### src/rtl/rv_branch_pkg.sv
// Shared RISC-V branch definitions.
//   XLEN      : datapath width used by the branch datapath.
//   funct3_e  : branch-type encodings carried in the instruction funct3 field.
//               Codes 010 and 011 are unassigned and decode as illegal.
package rv_branch_pkg;

  localparam int unsigned XLEN = 32;

  typedef enum logic [2:0] {
    F3_BEQ  = 3'b000,
    F3_BNE  = 3'b001,
    F3_RSV2 = 3'b010,
    F3_RSV3 = 3'b011,
    F3_BLT  = 3'b100,
    F3_BGE  = 3'b101,
    F3_BLTU = 3'b110,
    F3_BGEU = 3'b111
  } funct3_e;

endpackage

### src/rtl/comp32bs.sv
// 32-bit magnitude comparator supplying signed/unsigned greater-than and equality.
//   a, b : operands
//   gts  : a > b, two's-complement
//   gtu  : a > b, unsigned
//   eq   : a == b
module comp32bs (
  input  logic [31:0] a,
  input  logic [31:0] b,
  output logic        gts,
  output logic        gtu,
  output logic        eq
);

  always_comb begin
    gts = $signed(a) > $signed(b);
    gtu = a > b;
    eq  = a == b;
  end

endmodule

### src/rtl/branch_unit.sv
// Branch resolution unit: evaluates the branch condition, computes the correct
// next PC, flags mispredictions and keeps a saturating mispredict counter.
// One-entry registered output with valid/ready handshake and full throughput.
//   clk, rst_n            : clock, asynchronous active-low reset
//   in_valid / in_ready   : request handshake (in_ready is combinational)
//   rs1, rs2, funct3      : compare operands and branch type
//   pc, imm, pred_taken   : branch PC, sign-extended offset, fetch prediction
//   flush                 : kills the held result and any same-cycle input
//   out_valid / out_ready : result handshake
//   out_taken, out_mispredict, out_illegal, out_redirect_pc : registered result
//   mispredict_cnt        : saturating count of retired mispredicts
module branch_unit
  import rv_branch_pkg::*;
#(
  parameter int unsigned CNT_W = 16
) (
  input  logic             clk,
  input  logic             rst_n,
  input  logic             in_valid,
  output logic             in_ready,
  input  logic [XLEN-1:0]  rs1,
  input  logic [XLEN-1:0]  rs2,
  input  logic [2:0]       funct3,
  input  logic [XLEN-1:0]  pc,
  input  logic [XLEN-1:0]  imm,
  input  logic             pred_taken,
  input  logic             flush,
  output logic             out_valid,
  input  logic             out_ready,
  output logic             out_taken,
  output logic             out_mispredict,
  output logic             out_illegal,
  output logic [XLEN-1:0]  out_redirect_pc,
  output logic [CNT_W-1:0] mispredict_cnt
);

  logic            gts, gtu, eq;
  logic            lts, ltu;
  logic            taken, illegal, mispredict;
  logic [XLEN-1:0] redirect_pc;
  logic            accept, retire;

  comp32bs u_comp (
    .a   (rs1),
    .b   (rs2),
    .gts (gts),
    .gtu (gtu),
    .eq  (eq)
  );

  always_comb begin
    lts     = !gts && !eq;
    ltu     = !gtu && !eq;
    taken   = 1'b0;
    illegal = 1'b0;
    case (funct3_e'(funct3))
      F3_BEQ:  taken = eq;
      F3_BNE:  taken = !eq;
      F3_BLT:  taken = lts;
      F3_BGE:  taken = !lts;
      F3_BLTU: taken = ltu;
      F3_BGEU: taken = !ltu;
      default: illegal = 1'b1;
    endcase
    mispredict  = taken ^ pred_taken;
    redirect_pc = taken ? (pc + imm) : (pc + XLEN'(4));
  end

  assign in_ready = (!out_valid || out_ready) && !flush;
  assign accept   = in_valid && in_ready;
  assign retire   = out_valid && out_ready && !flush;

  // Flush takes priority; an accept overwrites the entry retiring on the same edge.
  always_ff @(posedge clk or negedge rst_n) begin
    if (!rst_n) begin
      out_valid       <= 1'b0;
      out_taken       <= 1'b0;
      out_mispredict  <= 1'b0;
      out_illegal     <= 1'b0;
      out_redirect_pc <= '0;
    end else if (flush) begin
      out_valid <= 1'b0;
    end else if (accept) begin
      out_valid       <= 1'b1;
      out_taken       <= taken;
      out_mispredict  <= mispredict;
      out_illegal     <= illegal;
      out_redirect_pc <= redirect_pc;
    end else if (retire) begin
      out_valid <= 1'b0;
    end
  end

  always_ff @(posedge clk or negedge rst_n) begin
    if (!rst_n) begin
      mispredict_cnt <= '0;
    end else if (retire && out_mispredict && (mispredict_cnt != '1)) begin
      mispredict_cnt <= mispredict_cnt + CNT_W'(1);
    end
  end

endmodule
### config.mk
export PLATFORM = sky130hd
export DESIGN_NAME = branch_unit
export DESIGN_NICKNAME = d
export VERILOG_FILES = /design/src/rtl/rv_branch_pkg.sv /design/src/rtl/comp32bs.sv /design/src/rtl/branch_unit.sv
export SDC_FILE = /design/constraint.sdc
export NUM_CORES = 1
export LEC_CHECK = 0
export ABC_AREA = 1
export CAP_MARGIN = 40
export CORE_UTILIZATION = 45
export CTS_CLUSTER_SIZE = 14
export DETAILED_ROUTE_END_ITERATION = 16
export PLACE_DENSITY = 0.82
export SYNTH_ARGS = -nofsm -noshare
export SYNTH_HDL_FRONTEND = slang
export SYNTH_HIERARCHICAL = 1
export SYNTH_SLANG_ARGS = --single-unit
### constraint.sdc
create_clock -name clk -period 1.65 [get_ports clk]
set_clock_uncertainty 0.2 [all_clocks]
set_input_delay 0.33 -clock clk [delete_from_list [all_inputs] [get_ports clk]]
set_output_delay 0.33 -clock clk [all_outputs]
set_load 0.01 [all_outputs]
==> impl_results.md, run 1 <==
* Status: finished, violations left
* Failing checks: setup timing
* WL/cell at 16.1 um
* Pre-CTS setup slack at -1640 ps
* Number of I/O pins at 190
* CP max FO at 6
* Reg clk slew, reported paths at 70 ps
* Via/cell ratio at 5.25
* Sequential area share after synthesis at 20.1%
* Gr ovfl total at 0
* Die Span X at 122 um
* Synth Cell Area at 6480 um^2
* Crit-path cells: clkdlybuf4s15_1 -> inv_2 -> ha_4 -> a21oi_2 -> o21ai_2 -> nand2_1 -> nand2_1 -> a21oi_2 -> buf_4 -> a21oi_2 -> nor2_2 -> xor2_1 -> o211ai_1 -> nand2_4 -> buf_6 -> inv_6 -> buf_6 -> a21oi_2 -> a2bb2oi_2
* Area post-placement at 10,200 um^2
* Avg Cell Area, Syn at 6.25 um^2
* Hold crit path type: in -> reg
* Fraction of final layout cells sized beyond drive strength 1 at 33.7%
* DRC Markers at 0
* RSZ-0062 raised after global routing: true
* Largest net degree at the start of global routing at 53
* Pwr per Cell Area at 562 nW/um^2
* Port bufs at 189
* Critical Path RT at 1630 ps
* Post-synth EDFFs at 0
* Commonest cells post-synth: nand2_1 (333), inv_1 (158), nor2_1 (92), ha_1 (65)
* Most frequent cell after synthesis: nand2_1
* Fin Hold WS at 125 ps
* YS warnings at 6
* FF+latch count, synth at 52
* Final Hold Fails at 0
* Ys flop type: dfrtp_1
* Post-Synthesis Cells at 1,036
* Worst Slack Setup Final at -933 ps
* Final min period at 2580 ps
* Unique masters post-synth at 44
* Core area at 14,000 um^2
* Worst path most repeated cell: a21oi_2
* Syn-to-layout area delta at 68.2%
* CTS Sinks at 52
* Data arrival time of the worst path at 2560 ps
* Global-route wire length before repair at 39.2 mm
* Initial Util at 46.3%
* Layout filler cell count at 1,009
* Initial drt markers at 626
* H-tree levels at 2
* Final period util at 157%
* DRT antenna net count at 0
* Initial antenna violation count at 0
* Slew Limit Headroom at 75.1%
* Drt pass-1 iters at 5
* Row cnt at 43
* GP Congestion at 1.00
* Design area at 10,900 um^2
* Clock root cell: clkbuf_16
* Met1 WL at 9.96 mm
* Area share of the largest cell type after synthesis at 20.1%
* Met3 Wirelength at 1.71 mm
* Post-synth ARST share at 100%
* Largest delay share family, worst path: compound AO/OA/AOI/OAI gates
* Startpoint Class: input port
* Hpwl dp at 19.4 mm
* Setup violators final at 50
* GRT Util Overall at 33.7%
* Max incr delay on CP at 190 ps
* Vias at 8,372
* Setup slack, reg-to-reg at -250 ps
* Leak at 5.62 nW
* WP buf/inv at 6
* Number of max-cap violations at 0
* Antenna diodes at 0
* Top post-synthesis cells by area: dfrtp_1 (20%), nand2_1 (19%), ha_1 (13%), inv_1 (9.2%), nor2_1 (5.3%)
* Routed WL at 25.7 mm
* Worst-margin pin slew at 371 ps
* Clock buffer count from CTS at 5
* Maximum clock rate at 0.387 GHz
* Crit end category: flop
* Clk_lat worst skew at 300 ps
* Top sig layer: met4
* Met2 Wirelength at 13.1 mm
* Peak supply drop at 0.000460 V
* Fin. max-slew vios at 0
* Fin nets at 1,618
* Longest Clk Path Bufs at 2
* Number of global-route vias before repair at 8,286
* Critical Path Slowest Stage Cell: nand2_4
* Cell accounting for the most synthesized area: dfrtp_1
* TritonCTS clock tree: done
* CP Class: in -> reg
* Die Area at 14,900 um^2
* Setup TNS at -32,020 ps
* Synthesized net count at 1,239
* Die Y at 122 um
==> path summary, 6_finish.rpt <==
| kind | to | cells after the start | startpoint |
|---|---|---|---|
| setup / recovery | out_redirect_pc[15]$_DFFE_PN0P_ | 19 | rs2[24] |
| hold / removal | out_valid$_DFFE_PN0P_ | 2 | flush |
| setup reg to reg | mispredict_cnt[14]$_DFFE_PN0P_ | 9 | mispredict_cnt[0]$_DFFE_PN0P_ |
| hold reg to reg | out_redirect_pc[23]$_DFFE_PN0P_ | 2 | out_redirect_pc[23]$_DFFE_PN0P_ |
| max in group asynchronous | out_redirect_pc[0]$_DFFE_PN0P_ | 3 | rst_n |
| min in group asynchronous | mispredict_cnt[11]$_DFFE_PN0P_ | 3 | rst_n |
==> routing by layer <==
metal	track usage (%)	up-vias
li1	-	4064
met4	13.6	0
met3	3.75	76
met5	0	-
met2	61.3	358
met1	40.0	3874
==> final cells by class <==
class                   count  area [um^2]  share of cell area [%]
clock inverters             3         26.3                   0.241
inverters                 166          668                    6.13
flip-flops and latches     52         1300                    11.9
repair buffers            383         3250                    29.8
multi-input cells         806         5300                    48.6
repair inverters            1         8.76                  0.0804
well taps                 180          225                    2.07
clock buffers               5          125                    1.15
==> cell families after synthesis <==
kind of cell / Yosys count / share of synthesized area (%)
xor gates and xnor gates: 41 / 5.54
AOI/OAI and AO/OA: 119 / 11.0
and+or+nand+nor: 579 / 39.5
buffers and inverters: 178 / 10.9
muxes: 1 / 0.174
adders and majority gates: 66 / 12.9
DFF: 52 / 20.1
==> worst register-to-register path: stages (launching register included) <==
cell	delay (ps)
dfrtp_1	400
ha_2	210
nand3_2	90
nor2_2	50
nand3b_1	110
nand2_2	110
buf_6	150
nor3_4	190
nand4_1	130
xor2_1	160
==> sequential cells by signal (all words and copies together) (netlist names) <==
name             flops
out_illegal          1
out_mispredict       1
out_taken            1
out_redirect_pc     32
mispredict_cnt      16
out_valid            1
==> placed cells by master (no fill, tap or decap), types with 26 or more instances in the layout <==
cell type,count
nand2_1,312
buf_4,166
inv_1,125
nor2_1,81
clkdlybuf4s50_1,68
dfrtp_1,52
buf_2,49
nand3_1,44
dlygate4sd2_1,38
a21oi_1,34
ha_1,33
inv_2,31
ha_4,28
a21oi_2,27
buf_6,27
xor2_1,26
==> repair_timing <==
action                                  CTS  global route
hold buffers                              1             0
setup buffers                            20             8
cloned                                    4             0
pin swaps                                92            24
resized for setup                       395            67
hold endpoints to repair                 52             0
endpoints found under the setup margin  100            62
==> metrics by stage <==
stage / cells / power, mW / utilization, %
2_1_floorplan: 1036 / 3.08 / -
3_3_place_gp: 1557 / 4.71 / 73.1
3_5_place_dp: 1557 / 4.78 / 73.1
4_1_cts: 1590 / 5.92 / 76.2
5_1_grt: 1596 / 6.47 / 77.9
6_report: 1596 / 6.12 / 77.9
==> report_power, final <==
group	internal [mW]	total (mW)	switching [mW]
clock network	0.574	1.10	0.523
registers	1.48	1.63	0.151
logic	1.69	3.39	1.70
Power figures use the tool's default switching activity.
==> inputs of run 2 (changes only) <==
--- a/config.mk
+++ b/config.mk
@@ -7,6 +7,7 @@
 export LEC_CHECK = 0
 export ABC_AREA = 1
 export CAP_MARGIN = 40
+export CORE_MARGIN = 4
 export CORE_UTILIZATION = 45
 export CTS_CLUSTER_SIZE = 14
 export DETAILED_ROUTE_END_ITERATION = 16
==> run 2 against run 1 <==
Net effect:
- the run still ends with setup timing left
- combinational power grew 5%
- cell area up 3.0%
- maximum frequency down 1.1%
- die area up 10%
- count of clock-buffer cells in the layout did not move
- clock power about the same
- routed wire length grew 9.8%
- worst hold slack improved by 130 ps
- critical path depth fell by 1
- via count up 1.6%
- sequential cell count unchanged
- final cell count grew 1.2%
==> impl_results.md, run 2 (synthesized netlist as in run 1, its figures left out) <==
* HP Start: flush
* Initial Util at 46.3% (unchanged)
* GRT met1 Usage at 36.7% (-3.3 points)
* Cell Int Power at 3.83 mW (+2.1%)
* Switch Pwr at 2.52 mW (+6.0%)
* Status: finished, violations left
* DRC Markers at 0 (unchanged)
* Peak supply drop at 0.000460 V (-0.14%)
* Initial drt markers at 513 (-18%)
* Antenna diodes at 0 (unchanged)
* Flop pwr share at 26.0% (-0.7 points)
* Final core utilization at 80.2% (+2.3 points)
* Crit end category: flop
* Critical Path Slowest Stage Cell: ha_4
* Fin. max-slew vios at 0 (unchanged)
* Setup TNS at -35,110 ps (-3080 ps)
* H-tree levels at 2 (unchanged)
* Combinational share of power at 56.2% (+0.8 points)
* Final min period at 2610 ps (+30.0 ps)
* Commonest non-fill, non-tap cells in the layout: nand2_1 (310), buf_4 (178), inv_1 (126)
* Fin Hold WS at 254 ps (+129 ps)
* WHS Endpoint: out_valid$_DFFE_PN0P_
* Core area at 14,000 um^2 (unchanged)
* Startpoint Class: input port
* Drt pass-1 iters at 7 (+2)
* Design area at 11,200 um^2 (+3.0%)
* Leak at 5.77 nW (+2.6%)
* Critical Path RT at 1630 ps (about the same)
* Reg clk slew, reported paths at 80 ps (about the same)
* Hold Path Depth at 2 (unchanged)
* Die Span X at 128 um (+4.9%)
* TritonCTS clock tree: done
* Via/cell ratio at 5.27 (+0.41%)
* Clock buffer count from CTS at 5 (unchanged)
* Number of global-route vias before repair at 8,382 (+1.2%)
* Number of I/O pins at 190 (unchanged)
* Die Y at 128 um (+4.9%)
* Largest net degree at the start of global routing at 53 (unchanged)
* Maximum clock rate at 0.383 GHz (-1.1%)
* Hpwl dp at 20.5 mm (+5.5%)
* Gr ovfl total at 0 (unchanged)
* CTS Sinks at 52 (unchanged)
* End of the worst register-to-register path: mispredict_cnt[9]$_DFFE_PN0P_
* Port bufs at 189 (unchanged)
* Hold crit path type: in -> reg
* GP Congestion at 0.939 (-6.0%)
* Data arrival time of the worst path at 2600 ps (+40 ps)
* Vias at 8,506 (+1.6%)
* Global-route wire length before repair at 40.1 mm (+2.3%)
* WP buf/inv at 7 (+1)
* Max incr delay on CP at 270 ps (+80 ps)
* Most common cell after layout, fill and taps aside: nand2_1
* Clk_lat worst skew at 310 ps (about the same)
* GRT busiest layer: met2
* CP Class: in -> reg
* Layout filler cell count at 921 (-8.7%)
* WL/cell at 17.4 um (+8.5%)
* Worst Slack Setup Final at -963 ps (-30.0 ps)
* Die Area at 16,400 um^2 (+10%)
* Met3 GRT Util at 3.71% (-0.037 points)
* CP max FO at 8 (+2)
* Number of max-cap violations at 0 (unchanged)
* Failing checks: setup timing
* Worst-margin pin slew at 366 ps (-4.61 ps)
* RSZ-0062 raised after global routing: true
* Fraction of final layout cells sized beyond drive strength 1 at 36.2% (+2.5 points)
* Slew Limit Headroom at 75.5% (+0.41 points)
* GRT Util Overall at 30.3% (-3.4 points)
* Top Registers: out_redirect_pc x32, mispredict_cnt x16
* Pwr per Cell Area at 565 nW/um^2 (+0.64%)
* Reg2reg start: mispredict_cnt[1]$_DFFE_PN0P_
* Row cnt at 43 (unchanged)
* Clock group share of total power at 17.8% (about the same)
* Max reg flops at 32 (unchanged)
* Routed WL at 28.2 mm (+9.8%)
* Clock root cell: clkbuf_16
* R2R depth at 9 (unchanged)
* Final period util at 158% (+1.8 points)
* Setup slack, reg-to-reg at -580 ps (-330 ps)
* Switching share of total power at 39.6% (+0.89 points)
* Largest delay share family, worst path: buffers and inverters
* Crit-path cells: buf_6 -> inv_2 -> ha_4 -> nand4_1 -> buf_4 -> nor3_2 -> nand2_1 -> inv_2 -> a21oi_2 -> nor2_2 -> xor2_1 -> o211ai_1 -> nand2_4 -> buf_12 -> clkinv_8 -> buf_12 -> a31oi_4 -> a21boi_1
* M2 GR Usage at 56.5% (-4.7 points)
* Area post-placement at 10,300 um^2 (+1.1%)
* DRT antenna net count at 0 (unchanged)
* Fin nets at 1,637 (+1.2%)
* Setup violators final at 55 (+10%)
* Largest Register: out_redirect_pc
* Final Hold Fails at 0 (unchanged)
* Syn-to-layout area delta at 73.2%
* Longest Clk Path Bufs at 2 (unchanged)
* Initial antenna violation count at 0 (unchanged)
run 2: cell count changes in the layout (fill, tap and decap cells not counted), sizes merged:
cell / delta
buf: +18
clkbuf: +7
clkdlybuf4s15: -6
clkinv: +2
clkinvlp: -1
dlygate4sd2: +1
dlymetal6s2s: -1
inv: -1
run 2: per-stage QoR:
stage / setup WS (ps) / power (mW) / cells
2_1_floorplan: -756 / 3.08 / 1036
3_3_place_gp: -1530 / 4.75 / 1572
3_5_place_dp: -1670 / 4.83 / 1572
4_1_cts: -792 / 5.89 / 1590
5_1_grt: -1130 / 6.68 / 1615
6_report: -963 / 6.35 / 1615
run 2: worst max-delay path by stage:
| stage | from | end | slack [ps] | depth (start not counted) |
|---|---|---|---|---|
| global placement | rs2[5] | out_redirect_pc[8]$_DFFE_PN0P_ | -1530 | 18 |
| detailed placement | rs2[5] | out_redirect_pc[2]$_DFFE_PN0P_ | -1670 | 18 |
| floorplan | rs2[5] | out_redirect_pc[4]$_DFFE_PN0P_ | -760 | 23 |
| CTS | rs2[19] | out_redirect_pc[21]$_DFFE_PN0P_ | -790 | 21 |
| global route | rs2[16] | out_redirect_pc[9]$_DFFE_PN0P_ | -1130 | 22 |
| finish | rs2[15] | out_redirect_pc[20]$_DFFE_PN0P_ | -960 | 18 |
run 2: layer usage:
metal	routed length [um]	share of wire (%)
met1	10700	38
met2	14400	51
met3	2140	7.6
met4	913	3.2
met5	0	0
run 2: final cells by class:
cell class	count	area, um^2	share of cell area (%)
Tap cell	180	225	2.01
Clock buffer	5	125	1.11
Multi-Input combinational cell	806	5450	48.5
Timing Repair inverter	1	8.76	0.0780
Clock inverter	3	27.5	0.245
Sequential cell	52	1300	11.6
Timing Repair Buffer	402	3410	30.4
Inverter	166	673	6.00
run 2: worst register-to-register path, stage by stage, from the launching register on:
cell and delay, ps:
dfrtp_1 430, buf_6 130, buf_4 120, nand3_1 130, nand3b_1 270, nor2_4 170, buf_6 140, nand3_4 100
nor2_4 100, xor2_1 330
run 2: repair_timing:
action,4_1_cts,5_1_grt
endpoints found under the hold margin,52,0
buffers inserted,8,21
cloned,1,4
pin swaps,76,51
hold buffers,1,0
setup endpoints to repair,99,63
resized for setup,404,101
run 2: power groups by stage:
stage               Combinational [mW]  Sequential (mW)  Clock [mW]
global route                      3.84             1.67        1.17
global placement                  3.10             1.65           0
CTS                               3.16             1.62        1.11
detailed placement                3.19             1.65           0
finish                            3.57             1.65        1.13
floorplan                         1.35             1.73           0
